===== src/rtl/stack_reverser_pkg.sv =====
// Shared state encoding and default sizing for the stack reverser.
package stack_reverser_pkg;

  localparam int DATA_W_DEF = 4;
  localparam int DEPTH_DEF  = 8;
  localparam int CNT_W_DEF  = 4;

  typedef enum logic [2:0] {
    ST_IDLE,
    ST_FILL,
    ST_POP,
    ST_WAIT,
    ST_HOLD
  } state_t;

endpackage


===== src/rtl/stack_reverser_if.sv =====
// Input and output word streams of the stack reverser (valid/ready on both sides).
interface stack_reverser_if #(parameter int DATA_W = 4) ();
  logic [DATA_W-1:0] In_Data;
  logic              In_Valid;
  logic              In_Last;
  logic              In_Ready;
  logic [DATA_W-1:0] Out_Data;
  logic              Out_Valid;
  logic              Out_Last;
  logic              Out_Ready;

  // master: word source and sink around the reverser
  modport master (
    output In_Data, In_Valid, In_Last, Out_Ready,
    input  In_Ready, Out_Data, Out_Valid, Out_Last
  );

  modport slave (
    input  In_Data, In_Valid, In_Last, Out_Ready,
    output In_Ready, Out_Data, Out_Valid, Out_Last
  );
endinterface


===== src/rtl/stack_reverser.sv =====
// Pushes an input frame into the external LIFO stack, then pops it out reversed.
// Optional STACK_REV_CHECK_EN adds a sticky Err output cross-checking Stk_Full against the count.
//
// state | meaning
// IDLE  | one-cycle gap between frames, Done pulses here
// FILL  | accepting words and pushing them
// POP   | single-cycle stack pop
// WAIT  | stack read data arrives, captured into output register
// HOLD  | output word presented until sink takes it
module stack_reverser
  import stack_reverser_pkg::*;
#(
  parameter int DATA_W = DATA_W_DEF,
  parameter int DEPTH  = DEPTH_DEF,
  parameter int CNT_W  = CNT_W_DEF
) (
  input  logic              Clk,
  input  logic              Rst,
  stack_reverser_if.slave   Strm,
  output logic              Done,
  output logic              Trunc,
  output logic              Stk_Push,
  output logic              Stk_Pop,
  output logic [DATA_W-1:0] Stk_Wdata,
  input  logic [DATA_W-1:0] Stk_Rdata,
  input  logic              Stk_Full
`ifdef STACK_REV_CHECK_EN
  ,
  output logic              Err
`endif
);

  localparam logic [CNT_W-1:0] DEPTH_C = CNT_W'(DEPTH);

  state_t            state;
  logic [CNT_W-1:0]  cnt;
  logic              in_ready;
  logic              accept;
  logic [DATA_W-1:0] out_data_q;
  logic              out_valid_q;
  logic              out_last_q;
  logic              done_q;
  logic              trunc_q;
  logic              stk_pop_q;

  assign in_ready  = (state == ST_FILL) && (cnt < DEPTH_C) && !Stk_Full;
  assign accept    = Strm.In_Valid && in_ready;
  assign Stk_Push  = accept;
  assign Stk_Wdata = Strm.In_Data;

  assign Strm.In_Ready  = in_ready;
  assign Strm.Out_Data  = out_data_q;
  assign Strm.Out_Valid = out_valid_q;
  assign Strm.Out_Last  = out_last_q;
  assign Done           = done_q;
  assign Trunc          = trunc_q;
  assign Stk_Pop        = stk_pop_q;

  always_ff @(posedge Clk) begin
    if (Rst) begin
      state       <= ST_IDLE;
      cnt         <= '0;
      out_data_q  <= '0;
      out_valid_q <= 1'b0;
      out_last_q  <= 1'b0;
      done_q      <= 1'b0;
      trunc_q     <= 1'b0;
      stk_pop_q   <= 1'b0;
    end else begin
      done_q    <= 1'b0;
      trunc_q   <= 1'b0;
      stk_pop_q <= 1'b0;
      case (state)
        ST_IDLE: state <= ST_FILL;
        ST_FILL: begin
          if (accept) begin
            cnt <= cnt + CNT_W'(1);
            // A frame that fills the stack is drained as-is; In_Last on that word is not a truncation
            if (Strm.In_Last) begin
              state     <= ST_POP;
              stk_pop_q <= 1'b1;
            end else if (cnt == DEPTH_C - CNT_W'(1)) begin
              state     <= ST_POP;
              stk_pop_q <= 1'b1;
              trunc_q   <= 1'b1;
            end
          end
        end
        ST_POP: begin
          cnt   <= cnt - CNT_W'(1);
          state <= ST_WAIT;
        end
        ST_WAIT: begin
          out_data_q  <= Stk_Rdata;
          out_valid_q <= 1'b1;
          out_last_q  <= (cnt == '0);
          state       <= ST_HOLD;
        end
        ST_HOLD: begin
          if (Strm.Out_Ready) begin
            out_valid_q <= 1'b0;
            out_last_q  <= 1'b0;
            if (cnt != '0) begin
              state     <= ST_POP;
              stk_pop_q <= 1'b1;
            end else begin
              state  <= ST_IDLE;
              done_q <= 1'b1;
            end
          end
        end
        default: state <= ST_IDLE;
      endcase
    end
  end

`ifdef STACK_REV_CHECK_EN
  // Stack occupancy lags the pop by a cycle, so POP/WAIT are excluded from the compare
  always_ff @(posedge Clk) begin
    if (Rst) begin
      Err <= 1'b0;
    end else if ((state != ST_POP) && (state != ST_WAIT) &&
                 ((Stk_Full && (cnt < DEPTH_C)) || (!Stk_Full && (cnt == DEPTH_C)))) begin
      Err <= 1'b1;
    end
  end
`endif

endmodule

===== src/flat_wrapper.sv =====
// flat-port wrapper written by rule: the top's interface ports become plain ports
module stack_reverser_flat import stack_reverser_pkg::*;
#(
  parameter int DATA_W = DATA_W_DEF,
  parameter int DEPTH  = DEPTH_DEF,
  parameter int CNT_W  = CNT_W_DEF
)
  (Clk, Rst, Done, Trunc, Stk_Push, Stk_Pop, Stk_Wdata, Stk_Rdata, Stk_Full, Strm_In_Data, Strm_In_Valid, Strm_In_Last, Strm_Out_Ready, Strm_In_Ready, Strm_Out_Data, Strm_Out_Valid, Strm_Out_Last);
  stack_reverser_if #(.DATA_W(DATA_W)) Strm_i ();
  input  logic Clk;
  input  logic Rst;
  output logic Done;
  output logic Trunc;
  output logic Stk_Push;
  output logic Stk_Pop;
  output logic [DATA_W-1:0] Stk_Wdata;
  input  logic [DATA_W-1:0] Stk_Rdata;
  input  logic Stk_Full;
  input wire logic [$bits(Strm_i.In_Data)-1:0] Strm_In_Data;
  input wire logic [$bits(Strm_i.In_Valid)-1:0] Strm_In_Valid;
  input wire logic [$bits(Strm_i.In_Last)-1:0] Strm_In_Last;
  input wire logic [$bits(Strm_i.Out_Ready)-1:0] Strm_Out_Ready;
  output wire logic [$bits(Strm_i.In_Ready)-1:0] Strm_In_Ready;
  output wire logic [$bits(Strm_i.Out_Data)-1:0] Strm_Out_Data;
  output wire logic [$bits(Strm_i.Out_Valid)-1:0] Strm_Out_Valid;
  output wire logic [$bits(Strm_i.Out_Last)-1:0] Strm_Out_Last;
  assign Strm_i.In_Data = Strm_In_Data;
  assign Strm_i.In_Valid = Strm_In_Valid;
  assign Strm_i.In_Last = Strm_In_Last;
  assign Strm_i.Out_Ready = Strm_Out_Ready;
  assign Strm_In_Ready = Strm_i.In_Ready;
  assign Strm_Out_Data = Strm_i.Out_Data;
  assign Strm_Out_Valid = Strm_i.Out_Valid;
  assign Strm_Out_Last = Strm_i.Out_Last;
  stack_reverser #(.DATA_W(DATA_W), .DEPTH(DEPTH), .CNT_W(CNT_W)) u_core (.Clk(Clk), .Rst(Rst), .Strm(Strm_i), .Done(Done), .Trunc(Trunc), .Stk_Push(Stk_Push), .Stk_Pop(Stk_Pop), .Stk_Wdata(Stk_Wdata), .Stk_Rdata(Stk_Rdata), .Stk_Full(Stk_Full));
endmodule

===== config.mk =====
export PLATFORM = sky130hd
export DESIGN_NAME = stack_reverser_flat
export DESIGN_NICKNAME = d
export VERILOG_FILES = /design/src/rtl/stack_reverser_pkg.sv /design/src/rtl/stack_reverser_if.sv /design/src/rtl/stack_reverser.sv /design/src/flat_wrapper.sv
export SDC_FILE = /design/constraint.sdc
export NUM_CORES = 1
export LEC_CHECK = 0
export CAP_MARGIN = 10
export CORE_MARGIN = 10
export CORE_UTILIZATION = 40
export CTS_BUF_LIST = sky130_fd_sc_hd__clkbuf_4 sky130_fd_sc_hd__clkbuf_8
export DETAILED_ROUTE_END_ITERATION = 10
export GPL_TIMING_DRIVEN = 0
export PLACE_DENSITY = 0.8
export RECOVER_POWER = 100
export SLEW_MARGIN = 20
export SYNTH_ARGS = -nofsm -noshare
export SYNTH_HDL_FRONTEND = slang
export SYNTH_SLANG_ARGS = --single-unit

===== constraint.sdc =====
create_clock -name Clk -period 6.4 [get_ports Clk]
set_clock_uncertainty 0.15 [all_clocks]
set_input_delay 1.28 -clock Clk [delete_from_list [all_inputs] [get_ports Clk]]
set_output_delay 1.28 -clock Clk [all_outputs]
set_load 0.005 [all_outputs]

==> impl_metrics.env <==
export IMPL_path_buf_inv=2
export IMPL_routed_wl_microns=2013
export IMPL_numClockSinks=16
export IMPL_grtUsageTotal=0.09119
export IMPL_max_freq_mhz=217.9
export IMPL_wl_per_cell_microns=13.98
export IMPL_grt_antenna_before_repair=0
export IMPL_syn_inst=90
export IMPL_die_y_microns=65.02
export IMPL_slew_violations=0
export IMPL_cts_root_buffer="clkbuf_4"
export IMPL_critical_path_class="input port to primary output"
export IMPL_yosysTopAreaCell="dfxtp_1"
export IMPL_cpLargestDelayFamily="buffers and inverters"
export IMPL_status="complete, no violations"
export IMPL_avgSynthCellArea_sq_um=9.009
export IMPL_clockBufferDepth=2
export IMPL_layout_min_cycle_time_ns=4.590
export IMPL_numCtsBuffers=3
export IMPL_place_congestion=0.8064
export IMPL_seq_area_frac_synth=0.3951
export IMPL_numPortBuffers=23
export IMPL_drtAntennaViolNets=0
export IMPL_crit_slowest_cell="dlygate4sd3_1"
export IMPL_setup_viol=0
export IMPL_cts_hold_fix_buffers=0
export IMPL_ioPinCount=29
export IMPL_first_pass_iters=4
export IMPL_nNetsFinal=135
export IMPL_hp_class="flop to flop"
export IMPL_grt_max_degree=11
export IMPL_drt_iter0_drc=22
export IMPL_worstMarginPinSlew_ns=0.5673
export IMPL_drc_errors=0
export IMPL_cp_required_ns=4.97
export IMPL_grt_pass1_wl_microns=3194
export IMPL_coreArea_sq_um=1942
export IMPL_post_cts_resized=0
export IMPL_worst_path_max_fanout=5
export IMPL_clk_latency_ns=0.28
export IMPL_drive_above_1_share=0.1453
export IMPL_vias_per_cell=5.083
export IMPL_placement_setup_worst_slack_ns=2.291
export IMPL_rows=16
export IMPL_layout_common_cells="dlygate4sd3_1, dfxtp_1, a21oi_1"
export IMPL_end_kind="primary output"
export IMPL_powerDensity_nw_per_um2=182.1
export IMPL_ys_types=35
export IMPL_area_delta_synth_final_pct=34.41
export IMPL_syn_nets=107
export IMPL_cp_start_kind="input port"
export IMPL_initial_core_util=0.4175
export IMPL_antennaDiodeCount=0
export IMPL_path_clk_slew_ns=0.09
export IMPL_cpPeakStageDelay_ns=0.57
export IMPL_synth_area_leaders="dfxtp_1, a21oi_1, nand3_1, buf_4, nand2_1"
export IMPL_grt_overflow=0
export IMPL_final_hold_violation_count=0
export IMPL_setup_tns_ns=0
export IMPL_netlist_area_leader_share=0.3951
export IMPL_cts_setup_buffers=0
export IMPL_power_leakage_nw=0.4574
export IMPL_maxCapViolCount=0
export IMPL_post_dp_cell_area_sq_um=1075
export IMPL_vias=732
export IMPL_cp_common_cell="dlygate4sd3_1"
export IMPL_relSlewSlack=0.6189
export IMPL_layout_setup_ws_ns=1.810
export IMPL_grt_setup_unrepaired="false"
export IMPL_die_w_microns=65.02
export IMPL_critPathArrivalTime_ns=3.16
export IMPL_dpl_hpwl_microns=1584
export IMPL_fin_area_sq_um=1090
export IMPL_cts_tree="built"
export IMPL_netlist_area_sq_um=810.8
export IMPL_ys_warn_count=0
export IMPL_peakVddDrop_uv=108.9
export IMPL_cp_cell_sequence="dlygate4sd3_1, nor3_1, and3_2, dlygate4sd3_1"
export IMPL_first_global_vias=711
export IMPL_synth_seq_cells=16
export IMPL_h_tree_depth=1
export IMPL_dieArea_sq_um=4228
export IMPL_finalCritPeriodShare=0.7171
-- final timing paths --
| check | cells past startpoint | slack [ns] | endpoint | startpoint |
|---|---|---|---|---|
| worst max-delay path | 4 | 1.81 | Stk_Push | Stk_Full |
| worst min-delay path | 2 | 0.31 | u_core.Strm.Out_Data[2]$_SDFFE_PP0P_ | u_core.Strm.Out_Data[2]$_SDFFE_PP0P_ |
| worst max register to register | 7 | 4.00 | u_core.cnt[3]$_SDFFE_PP0P_ | u_core.state[0]$_SDFFE_PP0P_ |
| worst min register to register | 2 | 0.31 | u_core.Strm.Out_Data[2]$_SDFFE_PP0P_ | u_core.Strm.Out_Data[2]$_SDFFE_PP0P_ |
-- final cells by class --
| type | instances | area [sq um] |
|---|---|---|
| sequential | 16 | 320.3 |
| tap | 27 | 33.78 |
| fill | 192 | 852.1 |
| inverter | 5 | 18.77 |
| buffer | 8 | 50.05 |
| clock buffer | 4 | 36.28 |
| multi-input combinational | 61 | 400.4 |
| timing repair buffer | 23 | 230.2 |
-- worst reg2reg max path: stages, from the launching register on --
cell     delay [ns]
dfxtp_1        0.48
and2b_2        0.27
and2_2         0.23
ha_1           0.28
a21o_1         0.17
a21oi_1        0.16
mux2i_1        0.22
mux2_1         0.33
-- power by group --
| part | total [W] | leakage [nW] | switching, W | internal (W) |
|---|---|---|---|---|
| registers | 0.000104 | 0.130 | 0.00000256 | 0.000102 |
| logic | 0.0000280 | 0.307 | 0.0000126 | 0.0000154 |
| clock network | 0.0000660 | 0.0210 | 0.0000314 | 0.0000346 |
| total | 0.000198 | 0.457 | 0.0000466 | 0.000152 |
-- cells in the mapped netlist --
library cell  count
dfxtp_1          16
a21oi_1          12
nand2_1           8
nand3_1           8
buf_4             5
inv_1             5
and2_2            2
clkbuf_1          2
ha_1              2
nor2_1            2
nor2b_1           2
o21ai_0           2
xnor2_1           2
a2111oi_2         1
a211oi_1          1
a21o_1            1
a221oi_1          1
a311oi_1          1
a31o_2            1
a31oi_1           1
and2b_2           1
and3_2            1
and3_4            1
and4b_1           1
buf_2             1
fa_1              1
mux2_1            1
mux2i_1           1
nand2b_1          1
nor3_1            1
nor3_4            1
nor3b_2           1
o2111ai_1         1
or2_1             1
or4_1             1
-- flip-flops by register name (all words and copies together), names as in the netlist --
register / count
u_core.Done: 1
u_core.Strm.Out_Data: 4
u_core.Trunc: 1
u_core.Strm.Out_Last: 1
u_core.cnt: 4
u_core.Stk_Pop: 1
u_core.Strm.Out_Valid: 1
u_core.state: 3
-- per-stage QoR --
stage	utilization	std cells	hold WS (ns)	power [W]
after floorplan	-	90	0.3027	0.0001222
after global placement	0.5535	140	0.2937	0.0001360
after detailed placement	0.5535	140	0.3006	0.0001371
after CTS	0.5722	144	0.3151	0.0002023
after global routing	0.5612	144	0.3358	0.0002068
final	0.5612	144	0.3089	0.0001985
-- logic make-up (layout without fill, tap and decap cells) --
| logic type | after synthesis | count (layout) | synth area share |
|---|---|---|---|
| compound gates | 22 | 22 | 0.1744 |
| simple gates | 32 | 32 | 0.2423 |
| mux | 2 | 2 | 0.02623 |
| xor+xnor | 2 | 2 | 0.02161 |
| buf+inv | 13 | 40 | 0.08488 |
| fa+ha+maj | 3 | 3 | 0.05555 |
| flops | 16 | 16 | 0.3951 |
-- layer usage --
| layer | vias to the layer above | track usage | part of all wire |
|---|---|---|---|
| met4 | 0 | 0.04011 | 0.012 |
| met1 | 332 | 0.09463 | 0.41 |
| li1 | 367 | - | - |
| met2 | 31 | 0.1613 | 0.49 |
| met3 | 2 | 0.03265 | 0.089 |
| met5 | - | 0 | 0 |
(Power assumes the default switching activity.)
